==> src/rtl/rtc_pkg.sv <==
// rtl/rtc_pkg.sv - shared constants and types for the RTC scan controller
package rtc_pkg;

  localparam int NUM_REGS = 10;
  localparam logic [3:0] IDLE_INDEX = 4'hF;

  // Scan index -> RTC register address (time/date block, then timer block)
  localparam logic [7:0] RTC_ADDR_MAP [0:NUM_REGS-1] = '{
    8'h21, 8'h22, 8'h23, 8'h24, 8'h25, 8'h26, 8'h27,
    8'h41, 8'h42, 8'h43
  };

  typedef enum logic [2:0] {
    ST_IDLE,
    ST_LOAD,
    ST_ISSUE,
    ST_WAIT,
    ST_STORE,
    ST_FINISH
  } state_t;

  typedef enum logic {
    MODE_READ  = 1'b0,
    MODE_WRITE = 1'b1
  } mode_t;

endpackage

==> src/rtl/rtc_scan_controller_if.sv <==
// rtl/rtc_scan_controller_if.sv - req/done handshake to the RTC bus driver
interface rtc_scan_controller_if;

  logic       bus_req;
  logic       bus_wr;
  logic [7:0] bus_addr;
  logic [7:0] bus_wdata;
  logic [7:0] bus_rdata;
  logic       bus_done;

  modport master (
    output bus_req, bus_wr, bus_addr, bus_wdata,
    input  bus_rdata, bus_done
  );

  modport slave (
    input  bus_req, bus_wr, bus_addr, bus_wdata,
    output bus_rdata, bus_done
  );

endinterface

==> src/rtl/rtc_addr_rom.sv <==
// rtl/rtc_addr_rom.sv - scan index to RTC register address lookup
module rtc_addr_rom
  import rtc_pkg::*;
(
  input  logic [3:0] idx,
  output logic [7:0] addr
);

  // Look up the register address; indices past the last register map to 0
  always_comb begin
    addr = 8'h00;
    for (int i = 0; i < NUM_REGS; i++) begin
      if (idx == 4'(i)) addr = RTC_ADDR_MAP[i];
    end
  end

endmodule

==> src/rtl/rtc_scan_controller.sv <==
// rtl/rtc_scan_controller.sv - sequences periodic RTC read scans and on-demand write scans
module rtc_scan_controller
  import rtc_pkg::*;
#(
  parameter int REFRESH_CYCLES = 100000,
  parameter int TIMEOUT_CYCLES = 1024
) (
  input  logic                         clk,
  input  logic                         reset,
  input  logic                         start_write,
  rtc_scan_controller_if.master        bus,
  output logic [3:0]                   mem_addr,
  output logic                         mem_we,
  output logic [7:0]                   mem_wdata,
  input  logic [7:0]                   mem_rdata,
  output logic                         busy,
  output logic                         scan_done,
  output logic                         err
);

  state_t      state;
  state_t      state_next;
  mode_t       mode;
  logic [3:0]  idx;
  logic [31:0] refresh_cnt;
  logic [31:0] timeout_cnt;
  logic        write_pending;
  logic [7:0]  rdata_q;
  logic        req_q;
  logic        wr_q;
  logic [7:0]  addr_q;
  logic [7:0]  wdata_q;
  logic        err_q;
  logic [7:0]  map_addr;

  logic        want_write;
  logic        refresh_hit;
  logic        launch;
  logic        timed_out;
  logic        last_idx;

  rtc_addr_rom u_addr_rom (
    .idx  (idx),
    .addr (map_addr)
  );

  // A pulse arriving in the launch cycle counts, so writes beat a coincident refresh
  assign want_write  = write_pending | start_write;
  assign refresh_hit = (refresh_cnt == 32'(REFRESH_CYCLES - 1));
  assign launch      = (state == ST_IDLE) && (want_write || refresh_hit);
  assign timed_out   = (state == ST_WAIT) && !bus.bus_done &&
                       (timeout_cnt == 32'(TIMEOUT_CYCLES - 1));
  assign last_idx    = (idx == 4'(NUM_REGS - 1));

  // State register
  always_ff @(posedge clk) begin
    if (reset) state <= ST_IDLE;
    else       state <= state_next;
  end

  // Next-state logic
  always_comb begin
    state_next = state;
    case (state)
      ST_IDLE:   if (launch) state_next = ST_LOAD;
      ST_LOAD:   state_next = ST_ISSUE;
      ST_ISSUE:  state_next = ST_WAIT;
      ST_WAIT: begin
        if (bus.bus_done)   state_next = ST_STORE;
        else if (timed_out) state_next = ST_IDLE;
      end
      ST_STORE:  state_next = last_idx ? ST_FINISH : ST_LOAD;
      ST_FINISH: state_next = ST_IDLE;
      default:   state_next = ST_IDLE;
    endcase
  end

  // Scan bookkeeping: index, mode, refresh/timeout counters, pending write, captured read data
  always_ff @(posedge clk) begin
    if (reset) begin
      idx           <= 4'd0;
      mode          <= MODE_READ;
      refresh_cnt   <= 32'd0;
      timeout_cnt   <= 32'd0;
      write_pending <= 1'b0;
      rdata_q       <= 8'h00;
    end else begin
      if (launch) begin
        idx         <= 4'd0;
        refresh_cnt <= 32'd0;
        mode        <= want_write ? MODE_WRITE : MODE_READ;
      end else if (state == ST_IDLE) begin
        refresh_cnt <= refresh_cnt + 32'd1;
      end else if (timed_out) begin
        refresh_cnt <= 32'd0;
      end

      if (launch && want_write) write_pending <= 1'b0;
      else if (start_write)     write_pending <= 1'b1;

      if (state == ST_STORE && !last_idx) idx <= idx + 4'd1;

      if (state == ST_ISSUE)     timeout_cnt <= 32'd0;
      else if (state == ST_WAIT) timeout_cnt <= timeout_cnt + 32'd1;

      if (state == ST_WAIT && bus.bus_done) rdata_q <= bus.bus_rdata;
    end
  end

  // Bus command registers: loaded in ISSUE and held stable while the request is up
  always_ff @(posedge clk) begin
    if (reset) begin
      req_q   <= 1'b0;
      wr_q    <= 1'b0;
      addr_q  <= 8'h00;
      wdata_q <= 8'h00;
      err_q   <= 1'b0;
    end else begin
      req_q <= (state_next == ST_WAIT);
      err_q <= timed_out;
      if (state == ST_ISSUE) begin
        addr_q <= map_addr;
        wr_q   <= (mode == MODE_WRITE);
        if (mode == MODE_WRITE) wdata_q <= mem_rdata;
      end
    end
  end

  // State-decoded outputs
  always_comb begin
    mem_addr  = (state == ST_IDLE) ? IDLE_INDEX : idx;
    mem_we    = (state == ST_STORE) && (mode == MODE_READ);
    busy      = (state != ST_IDLE);
    scan_done = (state == ST_FINISH);
  end

  assign mem_wdata     = rdata_q;
  assign err           = err_q;
  assign bus.bus_req   = req_q;
  assign bus.bus_wr    = wr_q;
  assign bus.bus_addr  = addr_q;
  assign bus.bus_wdata = wdata_q;

endmodule

==> src/flat_wrapper.sv <==
// flat-port wrapper written by rule: the top's interface ports become plain ports
module rtc_scan_controller_flat import rtc_pkg::*;
#(
  parameter int REFRESH_CYCLES = 100000,
  parameter int TIMEOUT_CYCLES = 1024
)
  (clk, reset, start_write, mem_addr, mem_we, mem_wdata, mem_rdata, busy, scan_done, err, bus_bus_req, bus_bus_wr, bus_bus_addr, bus_bus_wdata, bus_bus_rdata, bus_bus_done);
  rtc_scan_controller_if bus_i ();
  input  logic clk;
  input  logic reset;
  input  logic start_write;
  output logic [3:0] mem_addr;
  output logic mem_we;
  output logic [7:0] mem_wdata;
  input  logic [7:0] mem_rdata;
  output logic busy;
  output logic scan_done;
  output logic err;
  output wire logic [$bits(bus_i.bus_req)-1:0] bus_bus_req;
  output wire logic [$bits(bus_i.bus_wr)-1:0] bus_bus_wr;
  output wire logic [$bits(bus_i.bus_addr)-1:0] bus_bus_addr;
  output wire logic [$bits(bus_i.bus_wdata)-1:0] bus_bus_wdata;
  input wire logic [$bits(bus_i.bus_rdata)-1:0] bus_bus_rdata;
  input wire logic [$bits(bus_i.bus_done)-1:0] bus_bus_done;
  assign bus_bus_req = bus_i.bus_req;
  assign bus_bus_wr = bus_i.bus_wr;
  assign bus_bus_addr = bus_i.bus_addr;
  assign bus_bus_wdata = bus_i.bus_wdata;
  assign bus_i.bus_rdata = bus_bus_rdata;
  assign bus_i.bus_done = bus_bus_done;
  rtc_scan_controller #(.REFRESH_CYCLES(REFRESH_CYCLES), .TIMEOUT_CYCLES(TIMEOUT_CYCLES)) u_core (.clk(clk), .reset(reset), .start_write(start_write), .bus(bus_i), .mem_addr(mem_addr), .mem_we(mem_we), .mem_wdata(mem_wdata), .mem_rdata(mem_rdata), .busy(busy), .scan_done(scan_done), .err(err));
endmodule
==> config.mk <==
export PLATFORM = sky130hd
export DESIGN_NAME = rtc_scan_controller_flat
export DESIGN_NICKNAME = d
export VERILOG_FILES = /design/src/rtl/rtc_pkg.sv /design/src/rtl/rtc_scan_controller_if.sv /design/src/rtl/rtc_addr_rom.sv /design/src/rtl/rtc_scan_controller.sv /design/src/flat_wrapper.sv
export SDC_FILE = /design/constraint.sdc
export NUM_CORES = 1
export LEC_CHECK = 0
export BUFFER_PORTS_ARGS = -buffer_cell sky130_fd_sc_hd__buf_2
export CORE_MARGIN = 4
export CORE_UTILIZATION = 45
export CTS_CLUSTER_DIAMETER = 50
export DETAILED_ROUTE_END_ITERATION = 10
export PLACE_DENSITY = 0.69
export SETUP_SLACK_MARGIN = 0.5
export SLEW_MARGIN = 20
export SYNTH_ARGS = -nofsm -noshare
export SYNTH_HDL_FRONTEND = slang
export SYNTH_SLANG_ARGS = --single-unit
export TNS_END_PERCENT = 20
==> constraint.sdc <==
create_clock -name clk -period 6.16 [get_ports clk]
set_input_delay 0.616 -clock clk [delete_from_list [all_inputs] [get_ports clk]]
set_output_delay 0.616 -clock clk [all_outputs]
set_load 0.05 [all_outputs]
==> Word level (Yosys, flattened, before mapping) <==
Cells that the tools add are included.
{ "op_classes": {"n_mul": 0, "n_addsub": 3, "n_lt_le_gt_ge": 0, "div_mod_pow": 0, "n_bitwise": 2, "n_reduce_logical": 19, "n_eq_ne": 17, "muxes": 21, "shift": 0} }
{ "op_table": {"columns": ["op", "n"], "rows": [
  ["two-way mux 8 bit", 9],
  ["adder 32 x 1 -> 32 bit, second input constant", 2],
  ["two-way mux 32 bit", 2],
  ["equality test 32 x 10 -> 1 bit, second input constant", 1],
  ["equality test 32 x 17 -> 1 bit, second input constant", 1],
  ["equality test 4 x 3 -> 1 bit, second input constant", 4],
  ["case mux 3 bit (5 select lines)", 1],
  ["two-way mux 3 bit", 4],
  ["two-way mux 4 bit", 3],
  ["equality test 3 x 2 -> 1 bit, second input constant", 3],
  ["equality test 4 x 2 -> 1 bit, second input constant", 2],
  ["equality test 4 bit, second input constant", 2],
  ["logical AND 1 bit", 7],
  ["equality test 3 bit, second input constant", 2],
  ["two-way mux 6 bit", 1],
  ["OR reduction 2 bit", 3],
  ["adder 4 x 1 -> 4 bit, second input constant", 1],
  ["equality test 4 x 1 -> 1 bit, second input constant", 1],
  ["zero test 4 bit", 1],
  ["nonzero test 2 bit", 2],
  ["equality test 3 x 1 -> 1 bit, second input constant", 1],
  ["zero test 3 bit", 1],
  ["nonzero test 3 bit", 1],
  ["zero test 1 bit", 2],
  ["5 further kinds", 5]
]} }
{ "totals": {"latchBits": 0, "regBits": 100, "wordCells": 74, "n_memories": 0, "ramBits": 0, "output_inout_bits": 34, "rom_bits": 0, "input_bits": 20} }

==> Logic depth before layout (Yosys ltp) <==
Gate-level depths: netlist of the first run.
{ "depth": {"depth_word": 11, "ltp_mapped": 8, "mapped_depth_nobuf": 7} }

==> Cells and area by module <==
From an unflattened synthesis of the first run, not the netlist that was laid out.
{ "hier_totals": {"hier_cells": 578, "hier_area_um2": 4693.3} }
{ "by_module_without_submodules": {"columns": ["module", "seq_area_each_um2", "area_each_um2", "instances", "cells_each"], "rows": [
  ["rtc_scan_controller", 2001.9, 4584.4, 1, 561],
  ["rtc_addr_rom", 0.0, 108.9, 1, 17]
]} }

==> Least setup slack after synthesis of the first run <==
No wires, ideal clock.
{ "synth_path": {"path_kind": "register -> output", "from": "reg u_core.state[1]", "to": "out mem_addr[2]", "arrival_ns": 1.836, "path_buffers": 2, "path_stages_with_launch": 6, "required_ns": 5.544, "path_slack_ns": 3.708, "cell_sequence": "dfxtp_1 > buf_6 > nor3_2 > inv_1 > clkbuf_1 > nand2b_1"} }
{ "synth_between": {"elab_chain_cells": 2} }
{ "synth_lines": {"columns": ["item", "line_no", "rtl"], "rows": [
  ["start, declared", "rtc_scan_controller.sv:21", "state_t state;"],
  ["start signal, assigned", "rtc_scan_controller.sv:58", "else state <= state_next;"],
  ["zero test 3 bit", "rtc_scan_controller.sv:131", "mem_addr = (state == ST_IDLE) ? IDLE_INDEX : idx;"],
  ["two-way mux 4 bit", "rtc_scan_controller.sv:131", null],
  ["end, declared", "flat_wrapper.sv:12", "output logic [3:0] mem_addr;"]
]} }
No other way between the ends.

==> Worst setup path after layout of the first run <==
{ "layout_path": {"from": "reg u_core.state[0]", "to": "out mem_addr[0]"} }
The elaborated chain is that of the path after synthesis.

==> impl_metrics.yaml, run 1 <==
run_status:
  status: "finished clean"
place:
  dp_hpwl_um: 7530
  portBuffers: 50
  place.gp.congestion: 0.762
timing:
  maxSlewHeadroom: 0.466
  hold_viol_final: 0
  period_needed_ns: 2.68
  setup_viol_count_final: 0
  rsz0062_at_grt: "no"
  tns_ns: 0
  holdWs_ns: 0.457
  finClkSkew_ns: 0.0155
  period_share: 0.435
  worst_pin_slew_ns: 0.802
  finalMaxSlewViolations: 0
  fmax_ghz: 0.373
synthesis:
  ys.flop_type: "dfxtp_1"
  netlist_instances: 569
  synth-xor-area-share: 0.0605
  synth_compound_area_frac: 0.112
  syn_area_um2: 4630
  synth.distinct_cells: 51
  synth.mux.area_fraction: 0.00216
  ys_seq_elements: 97
  ys_async_sr_fraction: 0
  synth-seq-area-share: 0.419
  synth_edf_count: 0
  yosys.area_share.simple: 0.347
  avgSynthCellArea_um2: 8.14
  synth_adder_area_share: 0.0162
  synth_top_family_by_area: "simple AND/OR/NAND/NOR gates"
  yosysWarnings: 0
cts:
  cts.sinks: 97
  clkTransAtPathRegs_ns: 0.11
  cts_made_buffers: 9
  cts_buffer_depth: 2
  cts-resized-gates: 0
  post-cts-setup-buffers: 0
  cts_tree: "yes"
  clock-root-buffer: "clkbuf_8"
  cts_hold_buf: 0
  insertion_delay_ns: 0.37
  htreeDepth: 3
drt:
  drc: 0
  totalWireLength_um: 10400
  wl_per_cell_um: 14.1
  vias: 4027
  drt-pass1-iter-count: 4
  ant_nets: 0
  dr.first_iter.drc_count: 252
  vias_per_cell: 5.44
critical_path:
  rr_endpoint: "u_core.refresh_cnt[5]"
  cp-start-kind: "flop"
  arrival_ns: 2.06
  worst-path-stages: 4
  required_ns: 5.54
  cpPeakStageDelay_ns: 0.53
  crit_family: "simple AND/OR/NAND/NOR gates"
  path_buf_inv: 2
  r2r_start: "u_core.state[0]"
  reg2reg_depth: 5
  slowest_stage: "nor3_2"
  regToRegSetupSlack_ns: 3.56
  critPathKind: "reg -> out"
  cp-startpoint: "u_core.state[0]"
  cp-endpoint: "mem_addr[0]"
  end_kind: "primary output"
  cp_cell_sequence: "nor3_2, inv_1, nand2_1, buf_2"
  critPathMaxFanout: 12
cells_and_area:
  fin_util: 0.516
  regArea_um2: 1940
  mostFrequentLayoutCell: "dfxtp_1"
  final_cell_mix: "97 x dfxtp_1, 73 x nand2_1, 62 x nor2_1"
  drive_gt1_frac: 0.143
  antenna_cells: 0
  multi_input_area_um2: 2510
  layout.nets: 628
  area_growth_syn_to_layout_pct: 10.4
  n_fill_cell: 983
floorplan:
  dieArea_um2: 12000
  design.core.area_um2: 9910
  ios: 54
  start_util: 0.468
  die_w_um: 109
  num_rows: 36
  die_h_um: 109
grt:
  gr-total-overflow: 0
  grt_pass1_wl_um: 17400
  grt_util_all_layers: 0.179
  grt_max_degree: 37
  antenna_found_initial: 0
  first_global_vias: 3752
power_and_ir_drop:
  peakVddDrop_mv: 0.136
  p_leak_nw: 1.84
  p_per_area_nw_per_um2: 247
  power_w: 0.00126
min_path:
  hp-class: "reg -> reg"
job:
  maxCapViolCount: 0
area by class of cell:
class	instances	area share
Multi-Input combinational cell	432	0.490
Sequential cell	97	0.380
Timing Repair Buffer	50	0.0489
Tap cell	133	0.0325
Clock buffer	9	0.0242
Clock inverter	7	0.0154
Inverter	12	0.00881
metrics by stage:
stage,setup WS (ns),instances,cell area (um2)
floorplan,3.71,571,4640
CTS,3.44,740,5110
finish,3.48,740,5110
global placement,3.62,724,4910
global route,3.25,740,5110
detailed placement,3.58,724,4910
kinds of logic after synthesis:
logic type / count (synthesis)
muxes: 1
DFF: 97
xor gates and xnor gates: 32
AOI/OAI and AO/OA: 85
adders and majority gates: 6
buffers and inverters: 42
other: 1
and+or+nand+nor: 305
Yosys cell counts, drive strengths merged, types with 3 or more instances:
library cell / count / share of area
nor2: 62 / 0.050
nand2: 73 / 0.059
a21oi: 43 / 0.047
a211oi: 4 / 0.0065
and4: 7 / 0.013
or2: 10 / 0.013
xnor2: 19 / 0.036
and2: 5 / 0.0067
o21a: 9 / 0.015
nand2b: 4 / 0.0054
o21ai: 9 / 0.0097
or4: 3 / 0.0049
o211a: 4 / 0.0086
or3: 17 / 0.023
o211ai: 6 / 0.0097
nor2b: 3 / 0.0041
a31oi: 3 / 0.0041
xor2: 13 / 0.025
nand4b: 3 / 0.0057
nand3: 40 / 0.045
nor3: 23 / 0.027
dfxtp: 97 / 0.42
inv: 12 / 0.0097
clkbuf: 18 / 0.015
nand3b: 4 / 0.0073
nand4: 17 / 0.024
nor4: 14 / 0.025
and3: 12 / 0.016
buf: 12 / 0.018
ha: 6 / 0.016
sequential cells by signal, summed over array words and instances, names as in the netlist:
name / cells
u_core.bus.bus_wr: 1
u_core.refresh_cnt: 32
u_core.bus.bus_wdata: 8
u_core.mem_wdata: 8
u_core.write_pending: 1
u_core.idx: 4
u_core.state: 3
u_core.bus.bus_addr: 5
u_core.bus.bus_req: 1
u_core.mode: 1
u_core.err: 1
u_core.timeout_cnt: 32
where the power goes:
| part | switching [W] | internal, W |
|---|---|---|
| Sequential | 0.0000150 | 0.000643 |
| Combinational | 0.000148 | 0.0000429 |
| Clock | 0.000252 | 0.000162 |
worst min-delay path by stage:
| stage | end | slack (ns) | cells after the start | from |
|---|---|---|---|---|
| floorplan | u_core.timeout_cnt[31] | 0.45 | 2 | u_core.timeout_cnt[31] |
| global placement | u_core.bus.bus_wdata[0] | 0.44 | 2 | u_core.bus.bus_wdata[0] |
| detailed placement | u_core.mem_wdata[5] | 0.45 | 2 | u_core.mem_wdata[5] |
| CTS | u_core.bus.bus_wdata[3] | 0.45 | 3 | mem_rdata[3] |
| global route | u_core.bus.bus_wdata[3] | 0.44 | 3 | mem_rdata[3] |
| finish | u_core.mem_wdata[5] | 0.46 | 2 | u_core.mem_wdata[5] |
layer usage:
metal	share of wire	global-route usage
met3	0.036	0.0399
met5	0	0
met4	0.0024	0.0338
met2	0.49	0.308
met1	0.47	0.232
tightest hold or removal path, cell delays in order (launching register included):
cell	delay (ns)
dfxtp_1	0.32
nand2_1	0.05
a21oi_1	0.05
(Power assumes the default switching activity.)
==> inputs of run 2 (changes only) <==
Settings changed: ABC_AREA set to 1, PLACE_DENSITY 0.69 to 0.71.
Clock period 6.16 ns to 2.4 ns, I/O delays scaled along.
==> run 2 against run 1 <==
Net effect: core utilization grew 1.1 points; final cell count up 54%; worst hold slack worse by 0.32 ns; global-route usage rose by 1.9 points; die area increased by 21%; sequential cell count did not move; combinational power grew to 3.7 times the previous value; area after synthesis grew 22%; non-clock buffer count is 10 higher; via count is 43% higher.
==> impl_metrics.yaml, run 2 <==
run_status:
  status: "finished clean"
synthesis:
  netlist_instances: 916
  avgSynthCellArea_um2: 6.19
  synth_commonest_cells: "259 x nand2_1, 180 x nor2_1, 97 x dfxtp_1, 92 x nand3_1, 85 x inv_1"
  synthTopCellsByArea: "dfxtp_1 34%, nand2_1 17%, nor2_1 12%, nand3_1 8.1%, a21oi_1 6.0%"
  synth.distinct_cells: 41
  yosysMostFrequentCell: "nand2_1"
  synth-seq-area-share: 0.343
  ys_seq_elements: 97
  yosysWarnings: 0
  synth_top_area_frac: 0.343
  ys_async_sr_fraction: 0
  synth_top_cell_by_area: "dfxtp_1"
  ys.flop_type: "dfxtp_1"
  syn_area_um2: 5670
  synth_edf_count: 0
critical_path:
  required_ns: 2.65
  crit_family: "simple AND/OR/NAND/NOR gates"
  cp_cell_sequence: "ha_1, inv_1, nor2_4, nand2_2, nor2_4, nand3_1, nor2_1, nand2_1, nand2_1, nor2_1"
  end_kind: "flop"
  regToRegSetupSlack_ns: 0.52
  cpPeakStageDelay_ns: 0.40
  slowest_stage: "dfxtp_1"
  cp-start-kind: "flop"
  critPathKind: "reg -> reg"
  r2r_start: "u_core.timeout_cnt[0]"
  cp-startpoint: "u_core.timeout_cnt[0]"
  path_buf_inv: 1
  rr_endpoint: "u_core.timeout_cnt[18]"
  reg2reg_depth: 10
  arrival_ns: 2.13
  critPathMaxFanout: 6
grt:
  first_global_vias: 4949
  grt_util_all_layers: 0.198
  antenna_found_initial: 0
  grt_max_degree: 38
  grt_pass1_wl_um: 23700
  gr-total-overflow: 0
timing:
  fmax_ghz: 0.532
  hold_viol_final: 0
  period_needed_ns: 1.88
  rsz0062_at_grt: "yes"
  finalMaxSlewViolations: 0
  period_share: 0.784
  tns_ns: 0
  setup_viol_count_final: 0
  finClkSkew_ns: 0.00664
power_and_ir_drop:
  switching_share: 0.326
  peakVddDrop_mv: 0.442
  combPwrFrac: 0.188
  p_seq_frac: 0.446
  p_leak_nw: 2.46
  p_per_area_nw_per_um2: 594
  p_switching_w: 0.00124
  p_clk_frac: 0.366
  intPower_w: 0.00256
drt:
  vias: 5769
  ant_nets: 0
  dr.first_iter.drc_count: 388
  drc: 0
  totalWireLength_um: 14400
  drt-pass1-iter-count: 5
  wl_per_cell_um: 12.6
  vias_per_cell: 5.06
cells_and_area:
  final_cell_mix: "258 x nand2_1, 180 x nor2_1, 96 x dfxtp_1"
  drive_gt1_frac: 0.119
  n_fill_cell: 1212
  antenna_cells: 0
  layout.nets: 994
  fin_util: 0.527
  area_growth_syn_to_layout_pct: 13.0
  multi_input_area_um2: 3290
  largest_registers: "u_core.refresh_cnt: 32 flops, u_core.timeout_cnt: 32 flops"
  mostFrequentLayoutCell: "nand2_1"
  stdcell_area_um2: 6410
  regArea_um2: 1940
cts:
  clkTransAtPathRegs_ns: 0.07
  cts_buffer_depth: 2
  cts_hold_buf: 0
  cts_made_buffers: 9
  clock-root-buffer: "clkbuf_16"
  cts.sinks: 97
  htreeDepth: 3
  cts_tree: "yes"
  insertion_delay_ns: 0.35
floorplan:
  start_util: 0.466
  num_rows: 40
  dieArea_um2: 14500
  die_h_um: 120
  die_w_um: 120
  design.core.area_um2: 12200
  ios: 54
job:
  maxCapViolCount: 0
place:
  dp_hpwl_um: 10700
  portBuffers: 50
  place.gp.congestion: 0.918
  postPlaceCellArea_um2: 6070
min_path:
  hp-start: "mem_rdata[2]"
  whs_endpoint: "u_core.bus.bus_wdata[2]"
  whs_path_depth: 3
  hp-class: "in -> reg"
-- run 2: cell count changes after synthesis, sizes merged, moves of 9 or more --
cell	change
nor3	-9
inv	+76
and3	-12
xnor2	-18
nor2	+129
or3	-17
nand2	+194
o21ai	+17
a21oi	+26
clkbuf	-14
nand3	+58
nor4	-13
-- run 2: routing by layer --
layer,part of all wire,GRT usage,up-vias
li1,-,-,3020
met4,0.014,0.0644,0
met2,0.41,0.292,188
met1,0.50,0.291,2549
met5,0,0,-
met3,0.077,0.0388,12
-- run 2: layout make-up --
class	count	share of cell area
Clock inverter	6	0.00762
Multi-Input combinational cell	711	0.513
Clock buffer	10	0.0373
Inverter	89	0.0521
Timing Repair Buffer	60	0.0539
Tap cell	168	0.0328
Sequential cell	97	0.303
-- run 2: timing repair --
action | CTS | global route
setup endpoints to repair | 12 | 32
hold endpoints to repair | 0 | 0
gates resized for setup | 1 | 4
setup buffers | 0 | 3
cloned | 1 | 0
pin swaps | 0 | 0
-- run 2: worst max path at each step --
stage                             endpoint  slack (ns)  cells past startpoint
floorplan                      mem_addr[0]        0.70                      5
global placement     u_core.refresh_cnt[5]        0.51                     10
detailed placement   u_core.refresh_cnt[3]        0.46                     10
CTS                                   busy        0.50                      4
global route                   mem_addr[1]        0.45                      5
finish              u_core.timeout_cnt[18]        0.52                     10
-- run 2: logic make-up after synthesis --
logic type	after synthesis	synth area share
other cells	1	0.000661
fa+ha+maj	6	0.0132
simple gates	591	0.455
xor+xnor	9	0.0139
flops	97	0.343
buf+inv	111	0.0819
compound gates	101	0.0931
-- run 2: power by group through the flow --
stage               Sequential [W]  Combinational (W)  Clock [W]
detailed placement         0.00173           0.000683          0
global placement           0.00173           0.000679          0
floorplan                  0.00182           0.000433          0
finish                     0.00170           0.000716    0.00139
CTS                        0.00169           0.000698    0.00142
global route               0.00170           0.000773    0.00148
-- run 2: worst reg2reg max path, delay by kind of cell (launching register included) --
kind | cells | cell delay (ns)
and+or+nand+nor | 8 | 0.94
adders and majority gates | 1 | 0.33
DFF | 1 | 0.40
buffers and inverters | 1 | 0.13
-- run 2: metrics by stage --
stage	power (W)	cells	setup WS, ns	hold slack [ns]
after CTS	0.00381	1138	0.496	0.135
final	0.00381	1141	0.519	0.139
after global routing	0.00396	1141	0.446	0.152
after floorplan	0.00225	918	0.699	0.405
after global placement	0.00241	1121	0.510	0.446
after detailed placement	0.00241	1121	0.456	0.456
